### config.mk
export PLATFORM = sky130hd
export DESIGN_NAME = uart_wishbone_bridge
export DESIGN_NICKNAME = d
export VERILOG_FILES = /design/src/rtl/uart_wishbone_bridge.sv
export SDC_FILE = /design/constraint.sdc
export NUM_CORES = 1
export LEC_CHECK = 0
export CORE_ASPECT_RATIO = 0.75
export CORE_MARGIN = 2
export CORE_UTILIZATION = 56
export DETAILED_ROUTE_END_ITERATION = 8
export PLACE_DENSITY = 0.86
export SLEW_MARGIN = 30
export SYNTH_ARGS = -nofsm -noshare
export SYNTH_HDL_FRONTEND = slang
export SYNTH_SLANG_ARGS = --single-unit
export TNS_END_PERCENT = 30
### constraint.sdc
create_clock -name clk -period 8.83 [get_ports clk]
set_input_delay 1.3245 -clock clk [delete_from_list [all_inputs] [get_ports clk]]
set_output_delay 1.3245 -clock clk [all_outputs]
set_load 0.05 [all_outputs]
### src/rtl/uart_wishbone_bridge.sv
// uart_wishbone_bridge
//   Command responder for the host UART debug protocol. It parses byte frames
//   from the UART RX stream, runs Wishbone classic cycles into the SoC, and
//   returns read data on the UART TX stream.
//   Frame layout:
//     CMD (0x01 write / 0x02 read), LEN (word count), ADDR[31:24..7:0].
//     A write frame is followed by LEN words of data, big-endian.
//     A read frame is answered with LEN words of data, big-endian.
//   Ports:
//     clk, rst                  clock, synchronous active-high reset
//     rx_data/rx_valid/rx_ready byte stream from the UART receiver
//     tx_data/tx_valid/tx_ready byte stream to the UART transmitter
//     wb_*                      Wishbone classic master (word addressed)
module uart_wishbone_bridge #(
  parameter int ADDR_WIDTH = 30,
  parameter int TIMEOUT    = 1024
) (
  input  logic                  clk,
  input  logic                  rst,
  input  logic [7:0]            rx_data,
  input  logic                  rx_valid,
  output logic                  rx_ready,
  output logic [7:0]            tx_data,
  output logic                  tx_valid,
  input  logic                  tx_ready,
  output logic [ADDR_WIDTH-1:0] wb_adr,
  output logic [31:0]           wb_dat_w,
  input  logic [31:0]           wb_dat_r,
  output logic [3:0]            wb_sel,
  output logic                  wb_cyc,
  output logic                  wb_stb,
  output logic                  wb_we,
  input  logic                  wb_ack
);

  localparam int TW = $clog2(TIMEOUT + 1);

  typedef enum logic [2:0] {
    S_CMD, S_LEN, S_ADDR, S_WDATA, S_WB_WR, S_WB_RD, S_TX
  } state_e;

  state_e                state_q, state_d;
  logic [1:0]            bcnt_q, bcnt_d;
  logic                  we_q, we_d;
  logic [7:0]            len_q, len_d;
  logic [ADDR_WIDTH-1:0] adr_q, adr_d;
  logic [31:0]           dat_w_q, dat_w_d;
  logic [31:0]           rdat_q, rdat_d;
  logic [TW-1:0]         tmo_q, tmo_d;

  logic rx_fire, tx_fire, bus_done;

  assign rx_fire  = rx_valid & rx_ready;
  assign tx_fire  = tx_valid & tx_ready;
  // A cycle completes on ack, or when cyc has been up for TIMEOUT cycles.
  assign bus_done = wb_ack | (tmo_q == TW'(TIMEOUT - 1));

  // State register
  always_ff @(posedge clk) begin
    if (rst) begin
      state_q <= S_CMD;
      bcnt_q  <= '0;
      we_q    <= 1'b0;
      len_q   <= '0;
      adr_q   <= '0;
      dat_w_q <= '0;
      tmo_q   <= '0;
    end else begin
      state_q <= state_d;
      bcnt_q  <= bcnt_d;
      we_q    <= we_d;
      len_q   <= len_d;
      adr_q   <= adr_d;
      dat_w_q <= dat_w_d;
      tmo_q   <= tmo_d;
    end
  end

  // Read data holding register: only observed in TX, so no reset needed.
  always_ff @(posedge clk) begin
    rdat_q <= rdat_d;
  end

  // Next-state logic
  always_comb begin
    state_d = state_q;
    bcnt_d  = bcnt_q;
    we_d    = we_q;
    len_d   = len_q;
    adr_d   = adr_q;
    dat_w_d = dat_w_q;
    rdat_d  = rdat_q;
    tmo_d   = '0;
    case (state_q)
      S_CMD: begin
        if (rx_fire) begin
          if (rx_data == 8'h01) begin
            we_d    = 1'b1;
            state_d = S_LEN;
          end else if (rx_data == 8'h02) begin
            we_d    = 1'b0;
            state_d = S_LEN;
          end
        end
      end
      S_LEN: begin
        if (rx_fire) begin
          len_d   = rx_data;
          bcnt_d  = '0;
          state_d = S_ADDR;
        end
      end
      S_ADDR: begin
        if (rx_fire) begin
          // Upper address bytes fall off the top; only ADDR_WIDTH bits kept.
          adr_d  = {adr_q[ADDR_WIDTH-9:0], rx_data};
          bcnt_d = bcnt_q + 2'd1;
          if (bcnt_q == 2'd3) begin
            if (len_q == 8'd0)  state_d = S_CMD;
            else if (we_q)      state_d = S_WDATA;
            else                state_d = S_WB_RD;
          end
        end
      end
      S_WDATA: begin
        if (rx_fire) begin
          dat_w_d = {dat_w_q[23:0], rx_data};
          bcnt_d  = bcnt_q + 2'd1;
          if (bcnt_q == 2'd3) state_d = S_WB_WR;
        end
      end
      S_WB_WR: begin
        if (bus_done) begin
          adr_d   = adr_q + 1'b1;
          len_d   = len_q - 8'd1;
          state_d = (len_q == 8'd1) ? S_CMD : S_WDATA;
        end else begin
          tmo_d = tmo_q + TW'(1);
        end
      end
      S_WB_RD: begin
        if (bus_done) begin
          rdat_d  = wb_ack ? wb_dat_r : 32'hFFFF_FFFF;
          adr_d   = adr_q + 1'b1;
          len_d   = len_q - 8'd1;
          bcnt_d  = '0;
          state_d = S_TX;
        end else begin
          tmo_d = tmo_q + TW'(1);
        end
      end
      S_TX: begin
        if (tx_fire) begin
          bcnt_d = bcnt_q + 2'd1;
          if (bcnt_q == 2'd3) state_d = (len_q != 8'd0) ? S_WB_RD : S_CMD;
        end
      end
      default: state_d = S_CMD;
    endcase
  end

  // Output logic
  always_comb begin
    rx_ready = (state_q == S_CMD) || (state_q == S_LEN) ||
               (state_q == S_ADDR) || (state_q == S_WDATA);
    tx_valid = (state_q == S_TX);
    tx_data  = 8'h00;
    if (state_q == S_TX) begin
      case (bcnt_q)
        2'd0:    tx_data = rdat_q[31:24];
        2'd1:    tx_data = rdat_q[23:16];
        2'd2:    tx_data = rdat_q[15:8];
        default: tx_data = rdat_q[7:0];
      endcase
    end
    wb_cyc   = (state_q == S_WB_WR) || (state_q == S_WB_RD);
    wb_stb   = wb_cyc;
    wb_we    = (state_q == S_WB_WR);
    wb_adr   = adr_q;
    wb_dat_w = dat_w_q;
    wb_sel   = 4'hF;
  end

endmodule
==> impl_metrics.csv <==
group,metric,value,unit
outcome,outcome,"complete, no violations",
pwr,power_frac_comb,26.9,%
yosys,synth_cell_types,67,
floorplan,core_area,0.0103,mm2
drt,ant_nets,0,
floorplan,initial_utilization,58.0,%
yosys,synthAdderAreaFrac,1.67,%
timing,worst_slew_pin_slew,0.851,ns
pwr,power_frac_clock,38.3,%
pwr,p_int,1220,uW
grt,antenna_found_initial,0,
run,cap_viol_max_count,0,
pwr,power.density,240,mW/mm2
floorplan,dieWidth,123,um
clock_network,postCtsSetupRepairBufs,0,
floorplan,chipHeight,93.5,um
clock_network,cts-htree-levels,4,
critical_path,worst_setup_path_start_kind,"flop",
clock_network,clk_latency,0.42,ns
timing,fin_skew,0.00736,ns
clock_network,cts_root_buffer,"clkbuf_16",
yosys,synth_area_leaders,"dfxtp_1, edfxtp_1, a21oi_1",
timing,finalSetupViolCount,0,
timing,post-route-period-util,51.0,%
drt,wl_met3,1.88,mm
place,dp_worst_setup_slack,4.83,ns
min_path,whs_path_depth,2,
drt,viasPerCell,6.39,
pwr,ir_drop,0.198,mV
timing,max_slew_margin,42.7,%
drt,route.detailed.drc,0,
critical_path,critical_path_class,"flop to output port",
drt,drtPass1Iterations,6,
critical_path,cp-end-kind,"output port",
grt,grt_first_pass_wirelength,28.0,mm
place,routabilityCongestion,0.939,
timing,fin_ws,4.33,ns
final_layout,drive_above_1_share,6.98,%
final_layout,n_antenna_cell,0,
timing,tns,0,ns
critical_path,critPathMaxFanout,74,
drt,routed_wl,17.9,mm
yosys,yosysWarnings,0,
grt,grt_pass1_vias,5587,
pwr,pwr-share-seq,34.8,%
yosys,mappedNetlistArea,0.00599,mm2
timing,hold_violations,0,
yosys,async_reset_ff_share,0,%
floorplan,num_rows,32,
clock_network,clock_path_buffers,2,
place,dpl.hpwl,11.6,mm
grt,grt_max_degree,75,
yosys,synth.largest_area_cell,"dfxtp_1",
yosys,synth_mux_area_share,0,%
timing,post-route-min-period,4.50,ns
clock_network,clkTransAtPathRegs,0.05,ns
yosys,synth_edf_count,32,
drt,top_layer,"met4",
drt,wl_per_cell,18.7,um
yosys,syn_inst,710,
clock_network,cts_resized,0,
timing,rsz0062_at_grt,"false",
min_path,hold_class,"flop to flop",
yosys,synthFlopType,"dfxtp_1",
critical_path,critical_path_arrival,3.18,ns
place,port_buffers,119,
grt,grt_usage,31.3,%
yosys,ys_seq_elements,119,
timing,max_freq,222,MHz
floorplan,die_area,0.0115,mm2
clock_network,cts_tree,"yes",
pwr,switching_share,34.8,%
timing,report.final.slew_viol_count,0,
clock_network,cts_buffers,17,
final_layout,syn2layout_area_growth,30.2,%
drt,met1_length,7.37,mm
final_layout,fillers,676,
yosys,ys_seq_area_share,45.1,%
pwr,power_switching,651,uW
yosys,yosys.area_share.xor_xnor,1.32,%
clock_network,cts.sinks,119,
drt,vias,6091,
yosys,yosysTopAreaCellShare,29.1,%
pwr,power_leakage,0.00263,uW
critical_path,reg2regPathDepth,6,
final_layout,nNetsFinal,857,
grt,overflow,0,
yosys,postSynthAreaPerCell,8.43,um2
yosys,synth_top_family_by_area,"simple AND/OR/NAND/NOR gates",
yosys,synth_compound_area_share,21.6,%
clock_network,ctsHoldBuffers,0,
drt,drtIter0Drc,783,
yosys,yosys.area_share.simple,25.2,%
drt,route.met2.wl,8.22,mm
floorplan,io_pins,124,
critical_path,cp.required,7.51,ns
[logic make-up after synthesis]
family                   Yosys count
AND/OR/NAND/NOR                  308
AO/OA/AOI/OAI                    194
flip-flops                       119
buffers and inverters             71
XOR/XNOR                           9
adder cells (fa/ha/maj)            8
other                              1
[worst paths after layout]
check | from | to | slack [ns]
min reg2reg | wb_dat_w[28] | wb_dat_w[28] | 0.46
min | wb_dat_w[28] | wb_dat_w[28] | 0.46
max reg2reg | state_q[1] | wb_adr[12] | 5.65
max | state_q[1] | wb_stb | 4.33
[synth_stat cells (all sizes together) (5+ instances only)]
library cell    n
a211oi          6
a21oi          83
a222oi          8
a31oi           8
a32oi           5
and2            7
and3            9
and4            5
buf            13
clkbuf         37
dfxtp          87
edfxtp         32
ha              8
inv            21
nand2         107
nand2b         36
nand3          25
nand4          20
nor2           66
nor3           14
nor4           11
o21ai          32
o32ai           5
xnor2           6
[critical path, stage by stage, from the launching register on]
cell and delay (ns):
dfxtp_1 0.65, nand2b_2 0.21, buf_4 0.59, inv_2 0.45, clkdlybuf4s50_1 0.82
[flip-flops by register name, summed over array words and instances, names as in the netlist]
| signal | count |
|---|---|
| state_q | 3 |
| wb_adr | 30 |
| tmo_q | 11 |
| len_q | 8 |
| bcnt_q | 2 |
| we_q | 1 |
| wb_dat_w | 32 |
| rdat_q | 32 |
[cell usage in the layout (no fill, tap or decap), types with 20 or more instances in the layout]
cell               n
clkdlybuf4s50_1  117
nor2_1            64
o21ai_0           31
nand2b_1          35
a21oi_1           81
edfxtp_1          32
nand2_1          107
nand3_1           24
inv_1             20
dfxtp_1           87
[layout make-up]
class	count	area [um2]	area share, %
multi-input combinational	523	3030	38.9
sequential	119	2700	34.7
timing repair buffer	122	1200	15.4
clock buffer	17	425	5.46
clock inverter	15	185	2.38
tap	136	170	2.18
inverter	21	78.8	1.01
[power by group through the flow]
stage / Combinational, uW / Clock (uW) / Sequential (uW)
global route: 542 / 739 / 654
floorplan: 336 / 0 / 669
CTS: 493 / 715 / 647
finish: 504 / 716 / 652
detailed placement: 486 / 0 / 658
global placement: 466 / 0 / 654
[metrics by stage]
step | cell area [um2] | hold slack (ns) | total power (uW) | instances | util, %
after global placement | 7160 | 0.439 | 1120 | 921 | 69.3
after floorplan | 6000 | 0.426 | 1010 | 713 | -
final | 7790 | 0.459 | 1870 | 953 | 75.4
after detailed placement | 7170 | 0.450 | 1140 | 921 | 69.4
after global routing | 7790 | 0.467 | 1940 | 953 | 75.4
after CTS | 7780 | 0.457 | 1860 | 953 | 75.3
[routing by layer]
metal	track usage [%]	up-vias
li1	-	2743
met2	47.4	420
met4	12.0	0
met1	42.4	2877
met5	0	-
met3	8.84	51
No activity file was read; power rests on OpenSTA's default activity.
